==> src/rtl/serial_subtractor.sv <==
// Bit-serial subtractor: A - B - B_in, LSB first, one bit per clock.
// Result and final borrow are registered and held until the next completion.
module serial_subtractor #(
  parameter int WIDTH = 8
) (
  input  logic             clk,
  input  logic             rst_n,
  input  logic             start,
  input  logic [WIDTH-1:0] A,
  input  logic [WIDTH-1:0] B,
  input  logic             B_in,
  output logic             busy,
  output logic             done,
  output logic [WIDTH-1:0] Diff,
  output logic             B_out,
  output logic             D_ser
);

  localparam int CW = $clog2(WIDTH + 1);
  localparam logic [CW-1:0] LAST = CW'(WIDTH - 1);

  typedef enum logic [1:0] {
    IDLE,
    SHIFT,
    DONE
  } state_t;

  state_t           state;
  logic [WIDTH-1:0] a_sh;
  logic [WIDTH-1:0] b_sh;
  logic [WIDTH-1:0] r_sh;
  logic             bw;
  logic [CW-1:0]    cnt;

  logic             a0;
  logic             b0;
  logic             d;
  logic             bw_nx;
  logic [WIDTH-1:0] r_nx;

  assign a0    = a_sh[0];
  assign b0    = b_sh[0];
  assign d     = a0 ^ b0 ^ bw;
  assign bw_nx = (~a0 & b0) | (~(a0 ^ b0) & bw);
  assign D_ser = (state == SHIFT) & d;

  // new difference bit enters at the MSB
  assign r_nx = (r_sh >> 1) | (WIDTH'(d) << (WIDTH - 1));

  always_ff @(posedge clk or negedge rst_n) begin
    if (!rst_n) begin
      state <= IDLE;
      a_sh  <= '0;
      b_sh  <= '0;
      r_sh  <= '0;
      bw    <= 1'b0;
      cnt   <= '0;
      busy  <= 1'b0;
      done  <= 1'b0;
      Diff  <= '0;
      B_out <= 1'b0;
    end else begin
      done <= 1'b0;
      unique case (state)
        IDLE: begin
          if (start) begin
            a_sh  <= A;
            b_sh  <= B;
            bw    <= B_in;
            cnt   <= '0;
            busy  <= 1'b1;
            state <= SHIFT;
          end
        end
        SHIFT: begin
          a_sh <= a_sh >> 1;
          b_sh <= b_sh >> 1;
          r_sh <= r_nx;
          bw   <= bw_nx;
          cnt  <= cnt + 1'b1;
          if (cnt == LAST) begin
            busy  <= 1'b0;
            done  <= 1'b1;
            Diff  <= r_nx;
            B_out <= bw_nx;
            state <= DONE;
          end
        end
        DONE: begin
          state <= IDLE;
        end
        default: begin
          state <= IDLE;
        end
      endcase
    end
  end

endmodule

==> config.mk <==
export PLATFORM = sky130hd
export DESIGN_NAME = serial_subtractor
export DESIGN_NICKNAME = d
export VERILOG_FILES = /design/src/rtl/serial_subtractor.sv
export SDC_FILE = /design/constraint.sdc
export NUM_CORES = 1
export LEC_CHECK = 0
export BUFFER_PORTS_ARGS = -buffer_cell sky130_fd_sc_hd__buf_2
export CORE_MARGIN = 2
export CORE_UTILIZATION = 54
export DETAILED_ROUTE_END_ITERATION = 7
export PLACE_DENSITY = 0.77
export SLEW_MARGIN = 10
export SYNTH_ARGS = -nofsm -noshare
export SYNTH_HDL_FRONTEND = slang
export SYNTH_SLANG_ARGS = --single-unit
==> constraint.sdc <==
create_clock -name clk -period 1.7 [get_ports clk]
set_input_delay 0.17 -clock clk [delete_from_list [all_inputs] [get_ports clk]]
set_output_delay 0.17 -clock clk [all_outputs]
set_load 0.005 [all_outputs]
=== After elaboration in Yosys (flattened, before gate mapping) ===
Cells that the tools add are included.

* Bits in registers: 42
* Bits of input ports: 20
* Output and inout bits: 12
* Word-level logic and storage cells: 46

* Add/sub/neg operators: 1
* Eq/ne operators: 4
* Multiplexer cells: 16
* Bitwise gates (word level): 9
* Reduce and logical (&&, ||, !) cells: 6

{| class="wikitable"
|+ Operator list
! cell !! number
|-
| 8-bit case mux with 2 select lines || 2
|-
| 8-bit two-way mux || 2
|-
| 7-bit by 8-bit bitwise OR with 8-bit output || 1
|-
| 4-bit case mux with 2 select lines || 1
|-
| 2-bit AND reduction || 3
|-
| 1-bit two-way mux || 5
|-
| 4-bit by 1-bit adder with 4-bit output (second input constant) || 1
|-
| 4-bit by 3-bit equality test with 1-bit output (second input constant) || 1
|-
| 2-bit two-way mux || 2
|-
| 4-bit two-way mux || 1
|-
| 1-bit case mux with 2 select lines || 2
|-
| 2-bit case mux with 2 select lines || 1
|-
| 1-bit AND || 3
|-
| 3-bit AND reduction || 1
|-
| 2-bit by 1-bit equality test with 1-bit output (second input constant) || 1
|-
| 2-bit zero test || 1
|-
| 2-bit by 1-bit inequality test with 1-bit output (second input constant) || 1
|-
| 2-bit inequality test (second input constant) || 1
|-
| 1-bit NOT || 2
|-
| 2-bit nonzero test || 1
|-
| 1-bit XOR || 2
|-
| 1-bit bitwise OR || 1
|}

=== Logic depth before layout (Yosys ltp) ===
Gate-level depths: netlist (run 1).

* Word-level depth: 5
* Depth in mapped cells: 5
* Gate-level depth less buffers: 4

=== Least setup slack after synthesis (run 1) ===
Ideal clock, no wire load.

* Path type: register to register
* Start: reg cnt[0]
* End: reg Diff[1]
* Library setup time: 0.125 ns
* Data arrival time: 1.269 ns
* Data required time: 1.575 ns
* Slack: 0.306 ns
* Stages on the path, launching flop included: 6
* Path buffers: 1
* Clock period less this slack: 1.394 ns
* Cells stage by stage: dfrtp_1 -> ha_1 -> nand2_1 -> nor3_2 -> buf_6 -> mux2_2

* Cells in the longest elaborated chain, start to end: 2

{| class="wikitable"
|+ Ends and longest elaborated chain
! item !! line !! text
|-
| start, declared || 33 || <nowiki>logic [CW-1:0] cnt;</nowiki>
|-
| start signal, assigned || 80 || <nowiki>cnt <= cnt + 1'b1;</nowiki>
|-
| 4-bit by 3-bit equality test with 1-bit output || 81 || <nowiki>if (cnt == LAST) begin</nowiki>
|-
| 2-bit AND reduction (no line) || -- ||
|-
| end signal, assigned || 84 || <nowiki>Diff <= r_nx;</nowiki>
|-
| end, declared || 14 || <nowiki>output logic [WIDTH-1:0] Diff,</nowiki>
|}

Every way passes these cells.
A chain may end at the register's enable or synchronous reset.

=== Worst setup path after layout (run 1) ===
* Start: reg a_sh[0]
* End: out D_ser

* Cells in the longest elaborated chain, start to end: 3

{| class="wikitable"
|+ Ends and longest elaborated chain
! item !! line !! text
|-
| start, declared || 29 || <nowiki>logic [WIDTH-1:0] a_sh;</nowiki>
|-
| start signal, assigned || 76 || <nowiki>a_sh <= a_sh >> 1;</nowiki>
|-
| 1-bit XOR (2 in a row) || 43 || <nowiki>assign d = a0 ^ b0 ^ bw;</nowiki>
|-
| net d || 37 || <nowiki>logic d;</nowiki>
|-
| 1-bit AND || 45 || <nowiki>assign D_ser = (state == SHIFT) & d;</nowiki>
|-
| end, declared || 16 || <nowiki>output logic D_ser</nowiki>
|}

The timed path passes the listed nets, and every way through them passes these cells.

==> results.ini, run 1 <==
[placement]
dpl.cell_count = 242
io_buffers = 31
placed_area_sq_mm = 0.00204
dpl.hpwl_microns = 2660
routabilityCongestion = 0.803

[global_route]
grt_usage_pct = 22.3
grt_pass1_wl_microns = 6210
overflow = 0
grt_pass1_vias = 1426
antenna_found_initial = 0
grt_max_degree = 42

[sta]
setup_viol = 1
hold_viol = 0
worstMarginPinSlew_ns = 0.511
period_minus_slack_ns = 1.76
worst_slack_ns = -0.0600
rsz0062_at_grt = yes
tns_ns = -0.0600
period_share_pct = 104
max_freq_ghz = 0.568
relSlewSlack_pct = 65.9
finalClockSkew_ns = 0.00510
slew_viol_final = 0

[worst_setup_path]
start_kind = register
crit_type = reg -> out
cp.arrival_ns = 1.59
cp-end-kind = primary output
r2r_cells = 5
cp.required_ns = 1.53
crit_fanout = 2

[clock_network]
cts_tree = built
clock_latency_ns = 0.34
cts_root_buffer = clkbuf_4
cts_num_sinks = 41
h-tree-depth = 2
path_clk_slew_ns = 0.12
cts_buffer_depth = 2
cts_buffers = 5

[synth]
synth_top_family_by_area = compound AO/OA/AOI/OAI gates
synth_mux_area_share_pct = 6.11
synthSimpleGateAreaFrac_pct = 12.7
synth_top_area_share_pct = 56.9
synth_xor_area_share_pct = 0
synth-edff-count = 0
synth_area_leaders = dfrtp_1 57%, a22oi_1 5.8%, mux2_2 5.0%, nand2_1 5.0%, nor2b_1 4.5%
syn-cell-area_sq_mm = 0.00180
ys.warnings.count = 0
synth_compound_area_share_pct = 18.6
synth.distinct_cells = 27
synth.most_common_cell = dfrtp_1
syn_nets = 188
synth-seq-area-share_pct = 56.9
yosys-top-cells-count = 41 x dfrtp_1, 24 x nand2_1, 16 x o21ai_0
synthFlopType = dfrtp_1
ys_seq_elements = 41
synthArstFlopShare_pct = 100
syn_inst = 166
syn_area_per_cell_sq_um = 10.9
synthAdderAreaFrac_pct = 1.81
yosys.area.top_type = dfrtp_1

[layout]
fill_cells = 259
layout-drive-gt1-share_pct = 32.4
area_delta_synth_final_pct = 19.9
stdcell_count = 257
nets = 234
final_area_sq_mm = 0.00216
multi_input_area_sq_um = 709
antenna_cells = 0
seqCellArea_sq_mm = 0.00103

[route]
first_iter_violations = 78
ant_nets = 0
vias = 1406
wl_per_cell_microns = 15.1
wl_microns = 3870
dr.pass1.iters = 4
drc = 0
viasPerCell = 5.47

[power_and_ir_drop]
p_per_area_mw_per_mm2 = 1850
p_leak_nw = 1.05
irDropWorstVdd_mv = 0.842

[min_path]
whs_path_depth = 2
hp-class = in -> reg

[floorplanning]
start_util_pct = 58.1
die_area_sq_mm = 0.00381
die_h_microns = 61.8
io_pins = 32
fp.dieW_microns = 61.8
core-area_sq_mm = 0.00310
num_rows = 20

[job]
cap_violations = 0

[run_status]
failed_checks = setup timing
status = finished, violations left

==> flip-flops by register name, indices dropped and copies added (netlist names) <==
signal / flops
b_sh: 8
B_out: 1
a_sh: 8
busy: 1
state: 2
bw: 1
cnt: 4
Diff: 8
r_sh: 7
done: 1
==> where the power goes <==
group / internal (mW) / switching [mW] / leakage [nW] / total, mW
registers: 1.39 / 0.281 / 0.524 / 1.67
logic: 0.958 / 0.896 / 0.499 / 1.85
clock network: 0.156 / 0.316 / 0.0310 / 0.472
total: 2.50 / 1.49 / 1.05 / 3.99
==> critical path, stage by stage (launching register included) <==
cell and delay, ns:
dfrtp_1 0.42, fa_1 0.58, and2_4 0.16, buf_6 0.09
==> kinds of logic (layout without fill, tap and decap cells) <==
family / Yosys count / after routing
flops: 41 / 41
fa+ha+maj: 2 / 2
mux: 10 / 10
compound gates: 52 / 52
buf+inv: 14 / 61
simple gates: 47 / 47
==> stage by stage <==
stage	util, %	worst slack (ns)	power (mW)	hold WS, ns
2_1_floorplan	-	0.306	2.65	-0.126
3_3_place_gp	65.8	0.270	3.13	0.248
3_5_place_dp	65.8	0.200	3.26	0.258
4_1_cts	69.1	-0.0406	3.91	0.0379
5_1_grt	69.6	-0.137	4.30	0.0370
6_report	69.6	-0.0600	3.99	0.0531
==> timing repair <==
item | CTS | global route
setup buffers | 4 | 2
endpoints found under the hold margin | 41 | 0
pin swaps | 1 | 1
setup endpoints to repair | 1 | 1
gates resized for setup | 3 | 1
hold buffers | 1 | 0
==> path summary, 6_finish.rpt <==
| kind | slack (ns) | startpoint | endpoint |
|---|---|---|---|
| worst min-delay path | 0.05 | B[7] | b_sh[7] |
| worst max register to register | 0.10 | a_sh[0] | r_sh[7] |
| min in group asynchronous | 0.40 | rst_n | b_sh[1] |
| worst max-delay path | -0.06 | a_sh[0] | D_ser |
| worst min register to register | 0.50 | a_sh[5] | a_sh[5] |
| max in group asynchronous | 0.94 | rst_n | r_sh[4] |
==> final cells by class <==
type	instances	area share (%)
Timing Repair Buffer	49	13.8
Tap cell	44	2.55
Clock inverter	3	0.811
Inverter	4	0.695
Clock buffer	5	1.74
Sequential cell	41	47.5
Multi-Input combinational cell	111	32.9
==> placed cells by master, fill, tap and decap left out, types with 3 or more instances in the layout <==
| master | n |
|---|---|
| nor2b_1 | 13 |
| a2bb2oi_1 | 3 |
| buf_2 | 30 |
| buf_4 | 17 |
| nand2b_1 | 3 |
| nand2_1 | 24 |
| clkbuf_4 | 5 |
| o21ai_0 | 16 |
| mux2_2 | 8 |
| a21oi_1 | 11 |
| a22oi_1 | 14 |
| a22o_1 | 4 |
| dfrtp_1 | 41 |
==> routing by layer <==
metal  wire [microns]  GRT usage (%)  part of all wire [%]
met4               37           6.08                  0.96
met5                0              0                     0
met2             1970           37.6                    51
met1             1680           28.5                    43
met3              187           6.21                   4.8
Power figures use the tool's default switching activity.
==> run 2: changes to the inputs <==
--- a/config.mk
+++ b/config.mk
@@ -10,6 +10,7 @@
 export CORE_UTILIZATION = 54
 export DETAILED_ROUTE_END_ITERATION = 7
 export PLACE_DENSITY = 0.77
+export SETUP_SLACK_MARGIN = 0.15
 export SLEW_MARGIN = 10
 export SYNTH_ARGS = -nofsm -noshare
 export SYNTH_HDL_FRONTEND = slang
==> run 2 against run 1 <==
Net effect:
- the flow still finishes with violations (setup timing)
- sequential share of layout area shrank 0.54 points
- clock skew barely moved
- via count is 1.8% higher
- final area increased by 1.2%
- critical path depth did not move
- fmax hardly changed
- non-clock buffer count increased by 2
- largest cell class unchanged
==> results.ini, run 2 (same netlist as run 1, synthesis figures left out) <==
[layout]
final_cell_mix = 41 x dfrtp_1, 30 x buf_2, 24 x nand2_1, 17 x buf_4, 16 x o21ai_0
fill_cells = 253  ; -2.3%
layout-drive-gt1-share_pct = 33.5  ; +1.1 points
largest_registers = Diff: 8 flops, a_sh: 8 flops, b_sh: 8 flops
nets = 236  ; +0.85%
area_delta_synth_final_pct = 21.3
antenna_cells = 0  ; unchanged
final_common_cell = dfrtp_1

[global_route]
grt_usage_pct = 22.3  ; unchanged
overflow = 0  ; unchanged
grt_pass1_wl_microns = 6210  ; unchanged
grt_max_degree = 42  ; unchanged
antenna_found_initial = 0  ; unchanged
grt_pass1_vias = 1426  ; unchanged

[worst_setup_path]
cp.depth = 3  ; unchanged
r2r_cells = 5  ; unchanged
startpoint = a_sh[0]
crit_fanout = 2  ; unchanged
regToRegStartpoint = a_sh[0]
critPathSlowestCell = fa_1
cp.arrival_ns = 1.59  ; about the same
worst-r2r-setup-slack_ns = 0.12  ; +0.02 ns
start_kind = register
crit_type = reg -> out
cp.required_ns = 1.53  ; about the same
endpoint = D_ser
r2r-end = r_sh[7]
path_cells = fa_1, and2_4, buf_6
cp-end-kind = primary output
critPathTopFamily = adder cells
cp.buffers_inverters = 1  ; unchanged
cpPeakStageDelay_ns = 0.58  ; about the same

[route]
wl_microns = 3870  ; -0.18%
wl_per_cell_microns = 14.9  ; -0.95%
dr.pass1.iters = 4  ; unchanged
ant_nets = 0  ; unchanged
viasPerCell = 5.53  ; +0.99%
first_iter_violations = 80  ; +2.6%
vias = 1431  ; +1.8%
drc = 0  ; unchanged

[power_and_ir_drop]
power.total_mw = 4.06  ; +1.6%
p_per_area_mw_per_mm2 = 1860  ; +0.46%
irDropWorstVdd_mv = 0.843  ; +0.13%
p_leak_nw = 1.06  ; +0.94%

[sta]
rsz0062_at_grt = yes
setup_viol = 1  ; unchanged
worstMarginPinSlew_ns = 0.511  ; -0.0000498 ns
hold_viol = 0  ; unchanged
relSlewSlack_pct = 65.9  ; about the same
worst_slack_ns = -0.0597  ; +0.000276 ns
period_share_pct = 104  ; about the same
slew_viol_final = 0  ; unchanged
period_minus_slack_ns = 1.76  ; -0.000276 ns
max_freq_ghz = 0.568  ; about the same
tns_ns = -0.0597  ; +0.000276 ns
finalClockSkew_ns = 0.00547  ; +0.000362 ns

[floorplanning]
fp.dieW_microns = 61.8  ; unchanged
core-area_sq_mm = 0.00310  ; unchanged
die_area_sq_mm = 0.00381  ; unchanged
io_pins = 32  ; unchanged
die_h_microns = 61.8  ; unchanged
start_util_pct = 58.1  ; unchanged
num_rows = 20  ; unchanged

[clock_network]
cts_buffer_depth = 2  ; unchanged
cts_num_sinks = 41  ; unchanged
clock_latency_ns = 0.34  ; about the same
path_clk_slew_ns = 0.12  ; about the same
h-tree-depth = 2  ; unchanged
cts_root_buffer = clkbuf_4
cts_tree = built
cts_buffers = 5  ; unchanged

[min_path]
hp-class = in -> reg

[run_status]
failed_checks = setup timing
status = finished, violations left

[placement]
io_buffers = 31  ; unchanged
dpl.hpwl_microns = 2660  ; unchanged
routabilityCongestion = 0.803  ; unchanged
place_ws_ns = 0.200  ; unchanged

[job]
cap_violations = 0  ; unchanged

==> run 2: through the flow <==
| stage | util, % | area, sq um | hold WS (ns) | cells |
|---|---|---|---|---|
| after global placement | 65.8 | 2040 | 0.248 | 242 |
| after CTS | 69.1 | 2140 | 0.0379 | 255 |
| after detailed placement | 65.8 | 2040 | 0.258 | 242 |
| after floorplan | - | 1800 | -0.126 | 166 |
| after global routing | 70.4 | 2180 | 0.0370 | 259 |
| final | 70.4 | 2180 | 0.0524 | 259 |
==> run 2: power breakdown <==
part / switching [mW] / leakage, nW / total, mW / internal [mW]
sequential: 0.280 / 0.524 / 1.67 / 1.39
combinational: 0.907 / 0.509 / 1.92 / 1.01
clock: 0.315 / 0.0310 / 0.472 / 0.156
==> run 2: area by class of cell <==
class	count	area (sq um)	area share, %
clock inverters	3	17.5	0.802
multi-input cells	111	712	32.6
repair buffers	51	322	14.7
inverters	4	15.0	0.687
flip-flops and latches	41	1030	47.0
well taps	44	55.1	2.52
clock buffers	5	37.5	1.72
==> run 2: repair_timing <==
action	in CTS	in global routing
hold buffers	1	0
gates resized for setup	3	4
setup endpoints to repair	1	9
buffers inserted	4	4
pin swaps	1	1
endpoints found under the hold margin	41	0
==> run 2: how the worst min path moves through the flow <==
stage	start	to	slack, ns	depth (start not counted)
after CTS	B[7]	b_sh[7]	0.04	2
after global routing	B[7]	b_sh[7]	0.04	2
after floorplan	rst_n	B_out	-0.13	0
after detailed placement	rst_n	cnt[1]	0.26	2
final	B[7]	b_sh[7]	0.05	2
after global placement	rst_n	b_sh[2]	0.25	2
==> run 2: metal layers <==
metal | vias up | share of wire (%) | global-route usage (%) | wire length [microns]
li1 | 678 | - | - | -
met1 | 707 | 43 | 28.5 | 1670
met2 | 44 | 51 | 37.6 | 1980
met3 | 2 | 5.3 | 6.21 | 206
met4 | 0 | 0.23 | 6.08 | 9
met5 | - | 0 | 0 | 0
==> run 3: changes to the inputs <==
==> constraint.sdc (replaced) <==
create_clock -name clk -period 1.9 [get_ports clk]
set_input_delay 0.095 -clock clk [delete_from_list [all_inputs] [get_ports clk]]
set_output_delay 0.095 -clock clk [all_outputs]
set_load 0.005 [all_outputs]
==> run 3 against run 2 <==
Net effect:
- the run now ends clean
- core utilization decreased by 0.28 points
- flip-flop and latch count unchanged
- sequential share of layout area grew 0.25 points
- sequential power decreased by 11%
- via count shrank 2.4%
- critical endpoint unchanged
==> results.ini, run 3 (same netlist as run 1, synthesis figures left out) <==
[route]
first_iter_violations = 50  ; -38%
drc = 0  ; unchanged
wl_microns = 3750  ; -2.9%
viasPerCell = 5.54  ; +0.34%
ant_nets = 0  ; unchanged
vias = 1397  ; -2.4%
dr.pass1.iters = 4  ; unchanged
wl_per_cell_microns = 14.9  ; -0.17%

[global_route]
antenna_found_initial = 0  ; unchanged
grt_usage_pct = 23.6  ; +1.2 points
grt_max_degree = 42  ; unchanged
grt_pass1_vias = 1375  ; -3.6%
grt_pass1_wl_microns = 6400  ; +3.0%
overflow = 0  ; unchanged

[sta]
period_share_pct = 88.4
hold_viol = 0  ; unchanged
setup_viol = 0  ; -1
worst_slack_ns = 0.221  ; +0.281 ns
rsz0062_at_grt = no
finalClockSkew_ns = 0.0106  ; +0.00518 ns
worstMarginPinSlew_ns = 0.895  ; +0.384 ns
whs_ns = 0.0258  ; -0.0267 ns
relSlewSlack_pct = 40.4  ; -26 points
tns_ns = 0  ; +0.0597 ns
max_freq_ghz = 0.596
period_minus_slack_ns = 1.68
slew_viol_final = 0  ; unchanged

[layout]
fin_util_pct = 70.1  ; -0.28 points
largest_registers = Diff: 8 flops, a_sh: 8 flops, b_sh: 8 flops
antenna_cells = 0  ; unchanged
final_common_cell = dfrtp_1
nets = 229  ; -3.0%
area_delta_synth_final_pct = 20.8
final_cell_mix = 40 x dfrtp_1, 30 x buf_2, 24 x nand2_1, 16 x o21ai_0, 14 x a22oi_1
layout-drive-gt1-share_pct = 29.8  ; -3.7 points

[worst_setup_path]
cp-end-kind = primary output
path_cells = fa_1, and2_4, buf_6
crit_type = reg -> out
cp.required_ns = 1.80  ; +0.27 ns
worst-r2r-setup-slack_ns = 0.29  ; +0.17 ns
start_kind = register
cpPeakStageDelay_ns = 0.56  ; -0.02 ns
cp.arrival_ns = 1.58  ; about the same
crit_fanout = 2  ; unchanged
critPathSlowestCell = fa_1

[floorplanning]
io_pins = 32  ; unchanged
start_util_pct = 58.1  ; unchanged
core-area_sq_mm = 0.00310  ; unchanged
num_rows = 20  ; unchanged
die_h_microns = 61.8  ; unchanged
fp.dieW_microns = 61.8  ; unchanged
die_area_sq_mm = 0.00381  ; unchanged

[placement]
io_buffers = 31  ; unchanged
dpl.hpwl_microns = 2550  ; -4.0%
routabilityCongestion = 0.724  ; -9.8%
place_ws_ns = 0.308  ; +0.108 ns

[clock_network]
cts_buffers = 5  ; unchanged
cts_root_buffer = clkbuf_4
path_clk_slew_ns = 0.12  ; about the same
clock_latency_ns = 0.35  ; about the same
cts_buffer_depth = 2  ; unchanged
cts_tree = built
h-tree-depth = 2  ; unchanged
cts_num_sinks = 41  ; unchanged

[power_and_ir_drop]
pwr-share-clk_pct = 18.8  ; +7.2 points
p_switching_mw = 1.27  ; -16%
p_comb_share_pct = 40.4  ; -6.9 points
swShare_pct = 34.7  ; -2.3 points
intPower_mw = 2.39  ; -6.5%
p_seq_share_pct = 40.7  ; -0.4 points
p_per_area_mw_per_mm2 = 1680  ; -9.5%
p_leak_nw = 1.05  ; -1.2%
irDropWorstVdd_mv = 0.825  ; -2.2%

[job]
cap_violations = 0  ; unchanged

[run_status]
status = complete, no violations

[min_path]
hp-class = in -> reg

-- run 3: cell types whose count changed in the layout (fill, tap and decap cells not counted), moves of 2 or more --
cell           previous run  this run
buf_6                     3         1
buf_4                    17        10
bufinv_16                 0         2
dlygate4sd3_1             1         3
-- run 3: per-layer routing --
layer  track usage [%]  vias up  wire (microns)  part of all wire, %
met5                 0        -               0                    0
met4              6.69        0              18                 0.48
met3              5.80        2             163                  4.3
met2              39.1       41            1910                   51
met1              31.0      689            1660                   44
li1                  -      665               -                    -
-- run 3: what timing repair did --
action	4_1_cts	5_1_grt
resized for setup	1	3
hold buffers	3	0
buffers inserted	2	0
pin swaps	0	2
setup endpoints to repair	1	1
hold endpoints to repair	43	0
-- run 3: critical path, delay by kind of cell, from the launching register on --
family / cells / cell delay, ns
DFF: 1 / 0.43
buffers and inverters: 1 / 0.09
and+or+nand+nor: 1 / 0.16
adders and majority gates: 1 / 0.56
-- run 3: power by group through the flow --
stage | registers [mW] | logic [mW] | clock network [mW]
floorplan | 1.46 | 0.912 | 0
finish | 1.49 | 1.48 | 0.689
detailed placement | 1.52 | 1.37 | 0
global placement | 1.50 | 1.31 | 0
CTS | 1.49 | 1.42 | 0.702
global route | 1.54 | 1.69 | 0.737
-- run 3: final timing paths --
path / start / cells past startpoint / to
worst max-delay path: a_sh[0] / 3 / D_ser
worst min-delay path: B[4] / 3 / b_sh[4]
worst max register to register: state[1] / 5 / Diff[2]
worst min register to register: a_sh[6] / 2 / a_sh[6]
max in group asynchronous: rst_n / 2 / state[1]
min in group asynchronous: rst_n / 2 / b_sh[4]
-- run 3: stage by stage --
step | cell area, sq um | power (mW) | std cells
2_1_floorplan | 1800 | 2.37 | 166
3_3_place_gp | 2020 | 2.81 | 239
3_5_place_dp | 2020 | 2.89 | 239
4_1_cts | 2170 | 3.61 | 252
5_1_grt | 2180 | 3.97 | 252
6_report | 2180 | 3.66 | 252
-- run 3: area by class of cell --
cell class                 count  area (sq um)
multi-input combinational    111           709
sequential                    41          1030
timing repair buffer          44           267
inverter                       4          15.0
tap                           44          55.1
clock buffer                   5          37.5
fill                         259           927
clock inverter                 3          65.1
